**src/rtl/riscv_pkg.sv**
```systemverilog
// Shared types and constants for the instruction fetch front end.
// fetch_entry_t : one buffered instruction word together with its PC.
// fetch_state_e : fetch control states.
// NOP_INSTR     : value presented on the instruction bus while nothing is valid.
package riscv_pkg;
  localparam int XLEN = 32;
  localparam logic [XLEN-1:0] NOP_INSTR = 32'h0000_0013;

  typedef struct packed {
    logic [XLEN-1:0] instr;
    logic [XLEN-1:0] pc;
  } fetch_entry_t;

  typedef enum logic [1:0] {
    IDLE,
    FETCH,
    FLUSH
  } fetch_state_e;

  // Sequential fetch address; 32-bit wrap falls out of the modular add.
  function automatic logic [XLEN-1:0] next_pc(input logic [XLEN-1:0] pc);
    return pc + 32'd4;
  endfunction
endpackage

```
**src/rtl/if_fetch_unit_if.sv**
```systemverilog
// Bus bundle of the fetch unit: imem request/response, EX redirect, ID handshake.
// modport master : fetch unit side (drives requests and the ID stream).
// modport slave  : environment side (imem, EX, ID).
interface if_fetch_unit_if;
  import riscv_pkg::*;

  logic            imem_req_valid;
  logic            imem_req_ready;
  logic [XLEN-1:0] imem_req_addr;
  logic            imem_rsp_valid;
  logic [XLEN-1:0] imem_rsp_data;
  logic            redirect_valid;
  logic [XLEN-1:0] redirect_pc;
  logic            id_valid;
  logic            id_ready;
  logic [XLEN-1:0] id_instr;
  logic [XLEN-1:0] id_pc;

  modport master (
    output imem_req_valid, imem_req_addr, id_valid, id_instr, id_pc,
    input  imem_req_ready, imem_rsp_valid, imem_rsp_data,
           redirect_valid, redirect_pc, id_ready
  );

  modport slave (
    input  imem_req_valid, imem_req_addr, id_valid, id_instr, id_pc,
    output imem_req_ready, imem_rsp_valid, imem_rsp_data,
           redirect_valid, redirect_pc, id_ready
  );
endinterface

```
**src/rtl/if_fetch_unit_fifo.sv**
```systemverilog
// fetch_fifo: small synchronous FIFO with push/pop/flush.
// Ports: clk, rst (sync, active-high, clears pointers/count only),
//        push/wdata, pop/rdata (head, valid when !empty), flush (drops everything,
//        overrides same-cycle push/pop), full, empty, count.
// DEPTH must be a power of two so the pointers wrap naturally.
module fetch_fifo #(
  parameter int DEPTH = 2,
  parameter int WIDTH = 32,
  parameter int CW    = $clog2(DEPTH + 1)
) (
  input  logic             clk,
  input  logic             rst,
  input  logic             push,
  input  logic [WIDTH-1:0] wdata,
  input  logic             pop,
  input  logic             flush,
  output logic [WIDTH-1:0] rdata,
  output logic             full,
  output logic             empty,
  output logic [CW-1:0]    count
);
  localparam int AW = (DEPTH > 1) ? $clog2(DEPTH) : 1;

  logic [WIDTH-1:0] mem_q [DEPTH];
  logic [AW-1:0]    wr_ptr_q, wr_ptr_d, rd_ptr_q, rd_ptr_d;
  logic [CW-1:0]    count_q, count_d;
  logic             push_en, pop_en;

  assign full  = (count_q == CW'(DEPTH));
  assign empty = (count_q == '0);
  assign count = count_q;
  assign rdata = mem_q[rd_ptr_q];

  always_comb begin
    push_en  = push && !full && !flush;
    pop_en   = pop && !empty && !flush;
    wr_ptr_d = wr_ptr_q;
    rd_ptr_d = rd_ptr_q;
    count_d  = count_q;
    if (flush) begin
      wr_ptr_d = '0;
      rd_ptr_d = '0;
      count_d  = '0;
    end else begin
      if (push_en) wr_ptr_d = wr_ptr_q + AW'(1);
      if (pop_en)  rd_ptr_d = rd_ptr_q + AW'(1);
      count_d = count_q + CW'(push_en) - CW'(pop_en);
    end
  end

  always_ff @(posedge clk) begin
    if (rst) begin
      wr_ptr_q <= '0;
      rd_ptr_q <= '0;
      count_q  <= '0;
    end else begin
      wr_ptr_q <= wr_ptr_d;
      rd_ptr_q <= rd_ptr_d;
      count_q  <= count_d;
    end
  end

  // Storage is data only: no reset.
  always_ff @(posedge clk) begin
    if (push_en) mem_q[wr_ptr_q] <= wdata;
  end
endmodule

```
**src/rtl/if_fetch_unit.sv**
```systemverilog
// if_fetch_unit: instruction fetch front end.
// Holds the PC, issues in-order imem requests, buffers returned words with their
// PC and hands {instr, pc} to ID over valid/ready. EX redirects flush everything
// and in-flight responses are counted down and discarded in FLUSH.
// Ports: clk, rst (sync, active-high), bus (if_fetch_unit_if.master).
// Optional: define FETCH_PERF_CNT_EN to add perf_fetched (ID pops) and
// perf_stall (cycles id_valid && !id_ready), both free-running 32-bit counters.
module if_fetch_unit
  import riscv_pkg::*;
#(
  parameter logic [31:0] RESET_PC   = 32'h0000_0000,
  parameter int          FIFO_DEPTH = 2
) (
  input  logic             clk,
  input  logic             rst,
  if_fetch_unit_if.master  bus
`ifdef FETCH_PERF_CNT_EN
  ,
  output logic [31:0]      perf_fetched,
  output logic [31:0]      perf_stall
`endif
);
  localparam int CW = $clog2(FIFO_DEPTH + 1);

  fetch_state_e    state_q, state_d;
  logic [XLEN-1:0] fetch_pc_q, fetch_pc_d;
  logic [CW-1:0]   drop_q, drop_d;

  logic            pcq_full, pcq_empty, ibuf_full, ibuf_empty;
  logic [CW-1:0]   pcq_count, ibuf_count;
  logic [XLEN-1:0] pcq_head;
  fetch_entry_t    ibuf_head, ibuf_wdata;
  logic [CW:0]     in_use;
  logic            room, redirect, req_valid, req_fire, rsp_take, id_valid, id_fire;

  always_comb begin
    redirect   = bus.redirect_valid;
    // Outstanding plus buffered must stay below depth so every response has a slot.
    in_use     = {1'b0, pcq_count} + {1'b0, ibuf_count};
    room       = (in_use < (CW+1)'(FIFO_DEPTH)) && !pcq_full;
    req_valid  = (state_q == FETCH) && room && !redirect;
    req_fire   = req_valid && bus.imem_req_ready;
    rsp_take   = bus.imem_rsp_valid && (state_q == FETCH) && !pcq_empty && !ibuf_full;
    id_valid   = !ibuf_empty;
    id_fire    = id_valid && bus.id_ready;
    ibuf_wdata = '{instr: bus.imem_rsp_data, pc: pcq_head};
  end

  fetch_fifo #(.DEPTH(FIFO_DEPTH), .WIDTH(XLEN), .CW(CW)) u_pc_queue (
    .clk   (clk),
    .rst   (rst),
    .push  (req_fire),
    .wdata (fetch_pc_q),
    .pop   (rsp_take),
    .flush (redirect),
    .rdata (pcq_head),
    .full  (pcq_full),
    .empty (pcq_empty),
    .count (pcq_count)
  );

  fetch_fifo #(.DEPTH(FIFO_DEPTH), .WIDTH($bits(fetch_entry_t)), .CW(CW)) u_instr_buf (
    .clk   (clk),
    .rst   (rst),
    .push  (rsp_take),
    .wdata (ibuf_wdata),
    .pop   (id_fire),
    .flush (redirect),
    .rdata (ibuf_head),
    .full  (ibuf_full),
    .empty (ibuf_empty),
    .count (ibuf_count)
  );

  always_comb begin
    state_d    = state_q;
    fetch_pc_d = fetch_pc_q;
    drop_d     = drop_q;
    unique case (state_q)
      IDLE:  state_d = FETCH;
      FETCH: state_d = FETCH;
      FLUSH: begin
        if (bus.imem_rsp_valid && (drop_q != '0)) drop_d = drop_q - CW'(1);
        if (drop_d == '0) state_d = FETCH;
      end
      default: state_d = IDLE;
    endcase
    if (req_fire) fetch_pc_d = next_pc(fetch_pc_q);
    if (redirect) begin
      fetch_pc_d = bus.redirect_pc;
      // A response landing this cycle is already gone; only the rest must be dropped.
      if (state_q == FETCH) drop_d = pcq_count - CW'(rsp_take);
      state_d = (drop_d != '0) ? FLUSH : FETCH;
    end
  end

  always_ff @(posedge clk) begin
    if (rst) begin
      state_q    <= IDLE;
      fetch_pc_q <= RESET_PC;
      drop_q     <= '0;
    end else begin
      state_q    <= state_d;
      fetch_pc_q <= fetch_pc_d;
      drop_q     <= drop_d;
    end
  end

  assign bus.imem_req_valid = req_valid;
  assign bus.imem_req_addr  = fetch_pc_q;
  assign bus.id_valid       = id_valid;
  assign bus.id_instr       = id_valid ? ibuf_head.instr : NOP_INSTR;
  assign bus.id_pc          = ibuf_head.pc;

`ifdef FETCH_PERF_CNT_EN
  logic [31:0] perf_fetched_q, perf_fetched_d, perf_stall_q, perf_stall_d;

  always_comb begin
    perf_fetched_d = perf_fetched_q + 32'(id_fire);
    perf_stall_d   = perf_stall_q + 32'(id_valid && !bus.id_ready);
  end

  always_ff @(posedge clk) begin
    if (rst) begin
      perf_fetched_q <= '0;
      perf_stall_q   <= '0;
    end else begin
      perf_fetched_q <= perf_fetched_d;
      perf_stall_q   <= perf_stall_d;
    end
  end

  assign perf_fetched = perf_fetched_q;
  assign perf_stall   = perf_stall_q;
`endif
endmodule

```
**src/flat_wrapper.sv**
```systemverilog
// flat-port wrapper written by rule: the top's interface ports become plain ports
module if_fetch_unit_flat import riscv_pkg::*;
#(
  parameter logic [31:0] RESET_PC   = 32'h0000_0000,
  parameter int          FIFO_DEPTH = 2
)
  (clk, rst, bus_imem_req_valid, bus_imem_req_addr, bus_id_valid, bus_id_instr, bus_id_pc, bus_imem_req_ready, bus_imem_rsp_valid, bus_imem_rsp_data, bus_redirect_valid, bus_redirect_pc, bus_id_ready);
  if_fetch_unit_if bus_i ();
  input  logic clk;
  input  logic rst;
  output wire logic [$bits(bus_i.imem_req_valid)-1:0] bus_imem_req_valid;
  output wire logic [$bits(bus_i.imem_req_addr)-1:0] bus_imem_req_addr;
  output wire logic [$bits(bus_i.id_valid)-1:0] bus_id_valid;
  output wire logic [$bits(bus_i.id_instr)-1:0] bus_id_instr;
  output wire logic [$bits(bus_i.id_pc)-1:0] bus_id_pc;
  input wire logic [$bits(bus_i.imem_req_ready)-1:0] bus_imem_req_ready;
  input wire logic [$bits(bus_i.imem_rsp_valid)-1:0] bus_imem_rsp_valid;
  input wire logic [$bits(bus_i.imem_rsp_data)-1:0] bus_imem_rsp_data;
  input wire logic [$bits(bus_i.redirect_valid)-1:0] bus_redirect_valid;
  input wire logic [$bits(bus_i.redirect_pc)-1:0] bus_redirect_pc;
  input wire logic [$bits(bus_i.id_ready)-1:0] bus_id_ready;
  assign bus_imem_req_valid = bus_i.imem_req_valid;
  assign bus_imem_req_addr = bus_i.imem_req_addr;
  assign bus_id_valid = bus_i.id_valid;
  assign bus_id_instr = bus_i.id_instr;
  assign bus_id_pc = bus_i.id_pc;
  assign bus_i.imem_req_ready = bus_imem_req_ready;
  assign bus_i.imem_rsp_valid = bus_imem_rsp_valid;
  assign bus_i.imem_rsp_data = bus_imem_rsp_data;
  assign bus_i.redirect_valid = bus_redirect_valid;
  assign bus_i.redirect_pc = bus_redirect_pc;
  assign bus_i.id_ready = bus_id_ready;
  if_fetch_unit #(.RESET_PC(RESET_PC), .FIFO_DEPTH(FIFO_DEPTH)) u_core (.clk(clk), .rst(rst), .bus(bus_i));
endmodule
```
**config.mk**
```make
export PLATFORM = sky130hd
export DESIGN_NAME = if_fetch_unit_flat
export DESIGN_NICKNAME = d
export VERILOG_FILES = /design/src/rtl/riscv_pkg.sv /design/src/rtl/if_fetch_unit_if.sv /design/src/rtl/if_fetch_unit_fifo.sv /design/src/rtl/if_fetch_unit.sv /design/src/flat_wrapper.sv
export SDC_FILE = /design/constraint.sdc
export NUM_CORES = 1
export LEC_CHECK = 0
export CAP_MARGIN = 15
export CORE_AREA = 2 2 159 161
export DETAILED_ROUTE_END_ITERATION = 10
export DIE_AREA = 0 0 161 163
export GPL_TIMING_DRIVEN = 0
export PLACE_DENSITY = 0.61
export SYNTH_ARGS = -nofsm -noshare
export SYNTH_HDL_FRONTEND = slang
export SYNTH_SLANG_ARGS = --single-unit
```
**constraint.sdc**
```tcl
create_clock -name clk -period 5.1 [get_ports clk]
set_clock_uncertainty 0.2 [all_clocks]
set_input_delay 1.02 -clock clk [delete_from_list [all_inputs] [get_ports clk]]
set_output_delay 1.02 -clock clk [all_outputs]
set_load 0.01 [all_outputs]
```
==> metrics.txt, run 1 <==
fraction of layout cells with a size suffix above 1=0.1413; Initial Util=0.3940; PortBufs=166; final cell count without fillers=roughly 1200; most frequent cells after synthesis=192 x edfxtp_1, 69 x nor2_1, 67 x mux2_2; unrepaired setup endpoints after global routing=no; Post-Synthesis Cells=roughly 680; Top Usage Layer GRT=met2; Die H=between 150 and 200 um; dpl cells=about 1200; count leader, synth=edfxtp_1; Final Cycle Share=0.8927; critical path class=input pin to output port; leakage power=around 4.2 nW; top-area cell type share of the netlist area=0.5931; Yosys reg bits=about 240; main flop type after synthesis=edfxtp_1; die span in x=around 160 um; final wirelength=between 20000 and 25000 um; worst-margin pin slew=around 0.9 ns; Slew HR=0.3989; Required @ worst endpoint=approximately 3.9 ns; placer congestion estimate=~0.86; worst hold path type=register to register; global-route wire length before repair=around 35000 um; Worst path max stage delay=0.63 ns; met2 usage=0.2794; H-tree depth=1; Seq/Total Area, Yosys=0.6878; maximum capacitance violations=0; number of flops mapped to enable cells by yosys=between 150 and 200; final number of hold-violating endpoints=0; CP Capture Type=output port; status=completed; Synth cell types=60; post-route DRC violation count=0; YS warnings=0; Design Area, Final=approximately 13000 sq um; M3 GR Usage=0.03387; drt first pass iters=5; cell taking the most area after synthesis=edfxtp_1; crit-path max FO=10; post-cts sizing count=0; f_max=about 220 MHz; Via density=around 5.2; Pins Over Slew Limit=0; DP Area=~12000 sq um; Root Driver=clkbuf_16; vias=about 6400; layout net count=953; met1 Usage GRT=0.2377; Iter 0 DRT Violations=about 400; Synth-to-Final Area Change=30.53%; total negative setup slack=0 ns; CTS Hold Bufs=0; Global Route Usage Sum=0.1723; Synth Cell Area=slightly below 10000 sq um; Crit path top cell by count=clkdlybuf4s50_1; Area contributors post-synth=edfxtp_1 59%, dfxtp_1 9.5%, mux2_2 7.8%; vias in the first global route=approximately 6000; Core ar.=24670 sq um; Power Density=323.7 nW/um^2; row cnt=58; num ports=approximately 170; Final min period=4.553 ns; Post-DP HPWL=around 16000 um; initial antenna violation count=0; WL/cell=approximately 19 um; Syn Area/Cell=14.34 sq um; total CTS buffers=25; n_diodes=0; Final setup viols=0; crit-path cells=clkdlybuf4s50_1 > clkbuf_1 > buf_1 > nor4_1 > clkdlybuf4s50_1; syn_nets=756; CTS tree=built; WP data arrival=roughly 3.3 ns; CP max-delay cell=buf_1; GRT overflow=0; ANT nets after route=0; largest net degree at the start of global routing=46; fraction of registers with async set/reset=0; clock sinks=238; CTS max path bufs=3; die area=26240 sq um; clock-pin slew on the worst setup and hold paths=0.06 ns; Clock Latency Late Sink=between 0.5 and 0.6 ns; Setup crit start kind=input pin; maximum vdd ir drop=about 0.18 mV; Setup Fix Bufs, Post-CTS=0
## final timing paths
path                                                               start                                        to  slack [ns]  cells after the start
worst max-delay path                                  bus_redirect_valid                        bus_imem_req_valid        0.55                      5
worst min-delay path            u_core.u_instr_buf.rd_ptr_q$_SDFFE_PP0P_  u_core.u_instr_buf.rd_ptr_q$_SDFFE_PP0P_        0.31                      2
worst max register to register     u_core.u_pc_queue.count[0]$_SDFF_PP0_  u_core.u_pc_queue.mem_q[1][24]$_DFFE_PP_        1.59                      7
worst min register to register  u_core.u_instr_buf.rd_ptr_q$_SDFFE_PP0P_  u_core.u_instr_buf.rd_ptr_q$_SDFFE_PP0P_        0.31                      2
## layout by cell type, fill, tap and decap left out, types with 8 or more instances in the layout
cell type / n
edfxtp_1: 192
clkdlybuf4s50_1: 166
nor2_1: 67
mux2_2: 67
dfxtp_1: 46
mux2i_1: 37
nand2_1: 34
clkbuf_1: 25
clkbuf_16: 25
a21oi_1: 21
nand4_1: 20
o21ai_0: 17
a31oi_1: 15
inv_1: 12
nand3_1: 10
and3_1: 8
xnor2_1: 8
## through the flow
| stage | hold WS, ns | setup slack [ns] | utilization | power, mW |
|---|---|---|---|---|
| 3_3_place_gp | 0.2842 | -2.395 | 0.4781 | 2.447 |
| 4_1_cts | 0.3109 | 0.5799 | 0.5143 | 4.145 |
| 5_1_grt | 0.3304 | 0.4498 | 0.5143 | 4.252 |
| 2_1_floorplan | 0.2725 | 0.3863 | - | 2.308 |
| 3_5_place_dp | 0.2972 | 0.5999 | 0.4831 | 2.454 |
| 6_report | 0.3083 | 0.5470 | 0.5143 | 4.107 |
## worst max-delay path: cells and delay by family
kind / cells / cell delay, ns
buf+inv: 4 / 2.12
simple gates: 1 / 0.20
## routing by layer
metal | vias up | routed length (um) | share of wire
li1 | 2995 | - | -
met1 | 3109 | 10130 | 0.44
met2 | 273 | 10650 | 0.46
met3 | 31 | 1764 | 0.077
met4 | 0 | 412 | 0.018
met5 | - | 0 | 0
## where the power goes
part	total (mW)	switching, mW	internal [mW]	leakage (nW)
Clock	1.69	0.687	1.01	0.373
Combinational	0.242	0.113	0.129	1.68
Sequential	2.17	0.0438	2.13	2.12
## layout make-up
| type | count | area (sq um) |
|---|---|---|
| Clock buffer | 36 | 706.9 |
| Buffer | 34 | 152.6 |
| Multi-Input combinational cell | 393 | 2855 |
| Tap cell | 330 | 412.9 |
| Fill cell | 2140 | 11980 |
| Clock inverter | 8 | 62.56 |
| Sequential cell | 238 | 6686 |
| Inverter | 13 | 48.80 |
| Timing Repair Buffer | 170 | 1764 |
## logic make-up after synthesis
kind of cell	Yosys count	synth area share
compound gates	88	0.05972
xor+xnor	12	0.01081
fa+ha+maj	8	0.01107
buf+inv	47	0.02072
flops	238	0.6878
mux	104	0.1157
simple gates	181	0.09421
## registers in the layout, summed over array words and instances (netlist names), 2 cells and up, named ones only
signal,cells
u_core.u_instr_buf.mem_q,128
u_core.bus.imem_req_addr,32
u_core.u_pc_queue.count,2
u_core.state_q,2
u_core.u_instr_buf.count,2
u_core.u_pc_queue.mem_q,64
u_core.drop_q,2
No activity file was read; power rests on OpenSTA's default activity.
==> inputs of run 2 (changes only) <==
Settings changed: MAX_ROUTING_LAYER from default to met4.
==> run 2 against run 1 <==
Clock power barely moved. Final area did not move. First-iteration DRC count rose by 18%. Largest cell class unchanged. Routed wire length about the same. Critical path type unchanged.
==> metrics.txt, run 2 (same netlist as run 1, synthesis figures left out) <==
placer congestion estimate=0.8746 (+1.6%); Post-DP HPWL=15740 um (unchanged); WP data arrival=3.32 ns (about the same); min-delay src=u_core.u_instr_buf.rd_ptr_q$_SDFFE_PP0P_; H-tree depth=1 (unchanged); post-route DRC violation count=0 (unchanged); initial antenna violation count=0 (unchanged); Top reg by flops=u_core.u_instr_buf.mem_q; r2r startpoint=u_core.u_pc_queue.count[0]$_SDFF_PP0_; Final min period=4.543 ns (-0.01043 ns); R2R cell count=7 (unchanged); worst-margin pin slew=0.9081 ns (+0.006451 ns); final wirelength=22930 um (about the same); unrepaired setup endpoints after global routing=no; Synth-to-Final Area Change=30.53% (unchanged); crit-path max FO=10 (unchanged); vias in the first global route=6122 (-0.16%); most common cell after layout, fill and taps aside=edfxtp_1; Worst path max stage delay=0.62 ns (about the same); drt first pass iters=6 (+1); Setup Fix Bufs, Post-CTS=0 (unchanged); Required @ worst endpoint=3.88 ns (about the same); fraction of layout cells with a size suffix above 1=0.1413 (unchanged); die area=26240 sq um (unchanged); max FFs per register=128 (unchanged); clock sinks=238 (unchanged); Power Density=323.8 nW/um^2 (about the same); Worst Hold Path Cells=2 (unchanged); DP Area=11920 sq um (unchanged); vias=6364 (-0.69%); commonest non-fill, non-tap cells in the layout=192 x edfxtp_1, 166 x clkdlybuf4s50_1, 67 x nor2_1, 67 x mux2_2, 46 x dfxtp_1; CTS max path bufs=3 (unchanged); Clock Latency Late Sink=0.51 ns (about the same); Fillers=2140 (unchanged); GRT overflow=0 (unchanged); CP max-delay cell=buf_1; total CTS buffers=25 (unchanged); Reg2Reg Setup Slack=1.57 ns (-0.02 ns); Reg-to-Reg End=u_core.u_pc_queue.mem_q[1][24]$_DFFE_PP_; Core ar.=24670 sq um (unchanged); post-cts sizing count=0 (unchanged); WL/cell=18.77 um (about the same); Slew HR=0.3890 (-0.009883); Global Route Usage Sum=0.1775 (+0.005143); global-route wire length before repair=35000 um (about the same); status=completed; Via density=5.208 (-0.69%); Initial Util=0.3940 (unchanged); Design Power=4.109 mW (about the same); hold endpoint=u_core.u_instr_buf.rd_ptr_q$_SDFFE_PP0P_; crit-path cells=clkdlybuf4s50_1 > clkbuf_1 > buf_1 > nor4_1 > clkdlybuf4s50_1; Iter 0 DRT Violations=471 (+18%); CP Capture Type=output port; WP buf/inv=4 (unchanged); Worst Hold Slack=0.3108 ns (+0.002482 ns); die span in x=161 um (unchanged); n_diodes=0 (unchanged); Crit path top cell by count=clkdlybuf4s50_1; CTS tree=built; layout net count=953 (unchanged); Root Driver=clkbuf_16; num ports=168 (unchanged); critical path class=input pin to output port; Die H=163 um (unchanged); f_max=220.1 MHz (+0.23%); Setup crit start kind=input pin; PortBufs=166 (unchanged); Pins Over Slew Limit=0 (unchanged); Final Cycle Share=0.8907 (-0.002045); CTS Hold Bufs=0 (unchanged); leakage power=4.171 nW (unchanged); row cnt=58 (unchanged); Final setup viols=0 (unchanged); ANT nets after route=0 (unchanged); maximum capacitance violations=0 (unchanged); Design Area, Final=12690 sq um (unchanged); Crit path max-delay family=buffers and inverters; final number of hold-violating endpoints=0 (unchanged); worst hold path type=register to register; maximum vdd ir drop=0.1836 mV (-0.23%); clock-pin slew on the worst setup and hold paths=0.06 ns (about the same); largest net degree at the start of global routing=46 (unchanged)
[run 2: worst max-delay path by stage]
stage,slack [ns],startpoint,to,cells after the start
2_1_floorplan,0.39,bus_imem_rsp_valid,u_core.u_instr_buf.mem_q[0][0]$_DFFE_PP_,3
3_3_place_gp,-2.39,bus_imem_rsp_valid,u_core.u_instr_buf.mem_q[0][56]$_DFFE_PP_,4
3_5_place_dp,0.60,bus_redirect_valid,bus_imem_req_valid,5
4_1_cts,0.58,bus_redirect_valid,bus_imem_req_valid,5
5_1_grt,0.45,bus_redirect_valid,bus_imem_req_valid,5
6_report,0.56,bus_redirect_valid,bus_imem_req_valid,5
[run 2: through the flow]
stage	setup WS, ns	std cells	util	TNS (ns)
finish	0.5575	1222	0.5143	0
global route	0.4518	1222	0.5143	0
floorplan	0.3863	678	-	0
detailed placement	0.5999	1178	0.4831	0
global placement	-2.395	1174	0.4781	-203.78
CTS	0.5799	1222	0.5143	0
[run 2: cell type report]
type | count | area (sq um) | area share
sequential | 238 | 6686 | 0.5269
multi-input combinational | 393 | 2855 | 0.2250
timing repair buffer | 170 | 1764 | 0.1390
clock buffer | 36 | 706.9 | 0.05571
tap | 330 | 412.9 | 0.03254
buffer | 34 | 152.6 | 0.01203
clock inverter | 8 | 62.56 | 0.004930
inverter | 13 | 48.80 | 0.003845
[run 2: metal layers]
metal,share of wire,vias up,global-route usage
met1,0.45,3082,0.2390
met3,0.069,33,0.03361
met2,0.46,251,0.2778
met4,0.021,0,0.04870
li1,-,2998,-
met5,0,-,-
[run 2: power breakdown]
| part | leakage (nW) | switching, mW | total, mW | internal [mW] |
|---|---|---|---|---|
| Clock | 0.373 | 0.689 | 1.69 | 1.01 |
| Sequential | 2.12 | 0.0433 | 2.17 | 2.13 |
| Combinational | 1.68 | 0.113 | 0.242 | 0.129 |
| Total | 4.17 | 0.846 | 4.11 | 3.26 |
[run 2: worst register-to-register path, stage by stage (launching register included)]
cell and delay, ns:
dfxtp_1 0.39, and2_1 0.16, fa_1 0.45, nor4b_2 0.38, and3_1 0.19, buf_2 0.23, buf_2 0.33, and2_2 0.80
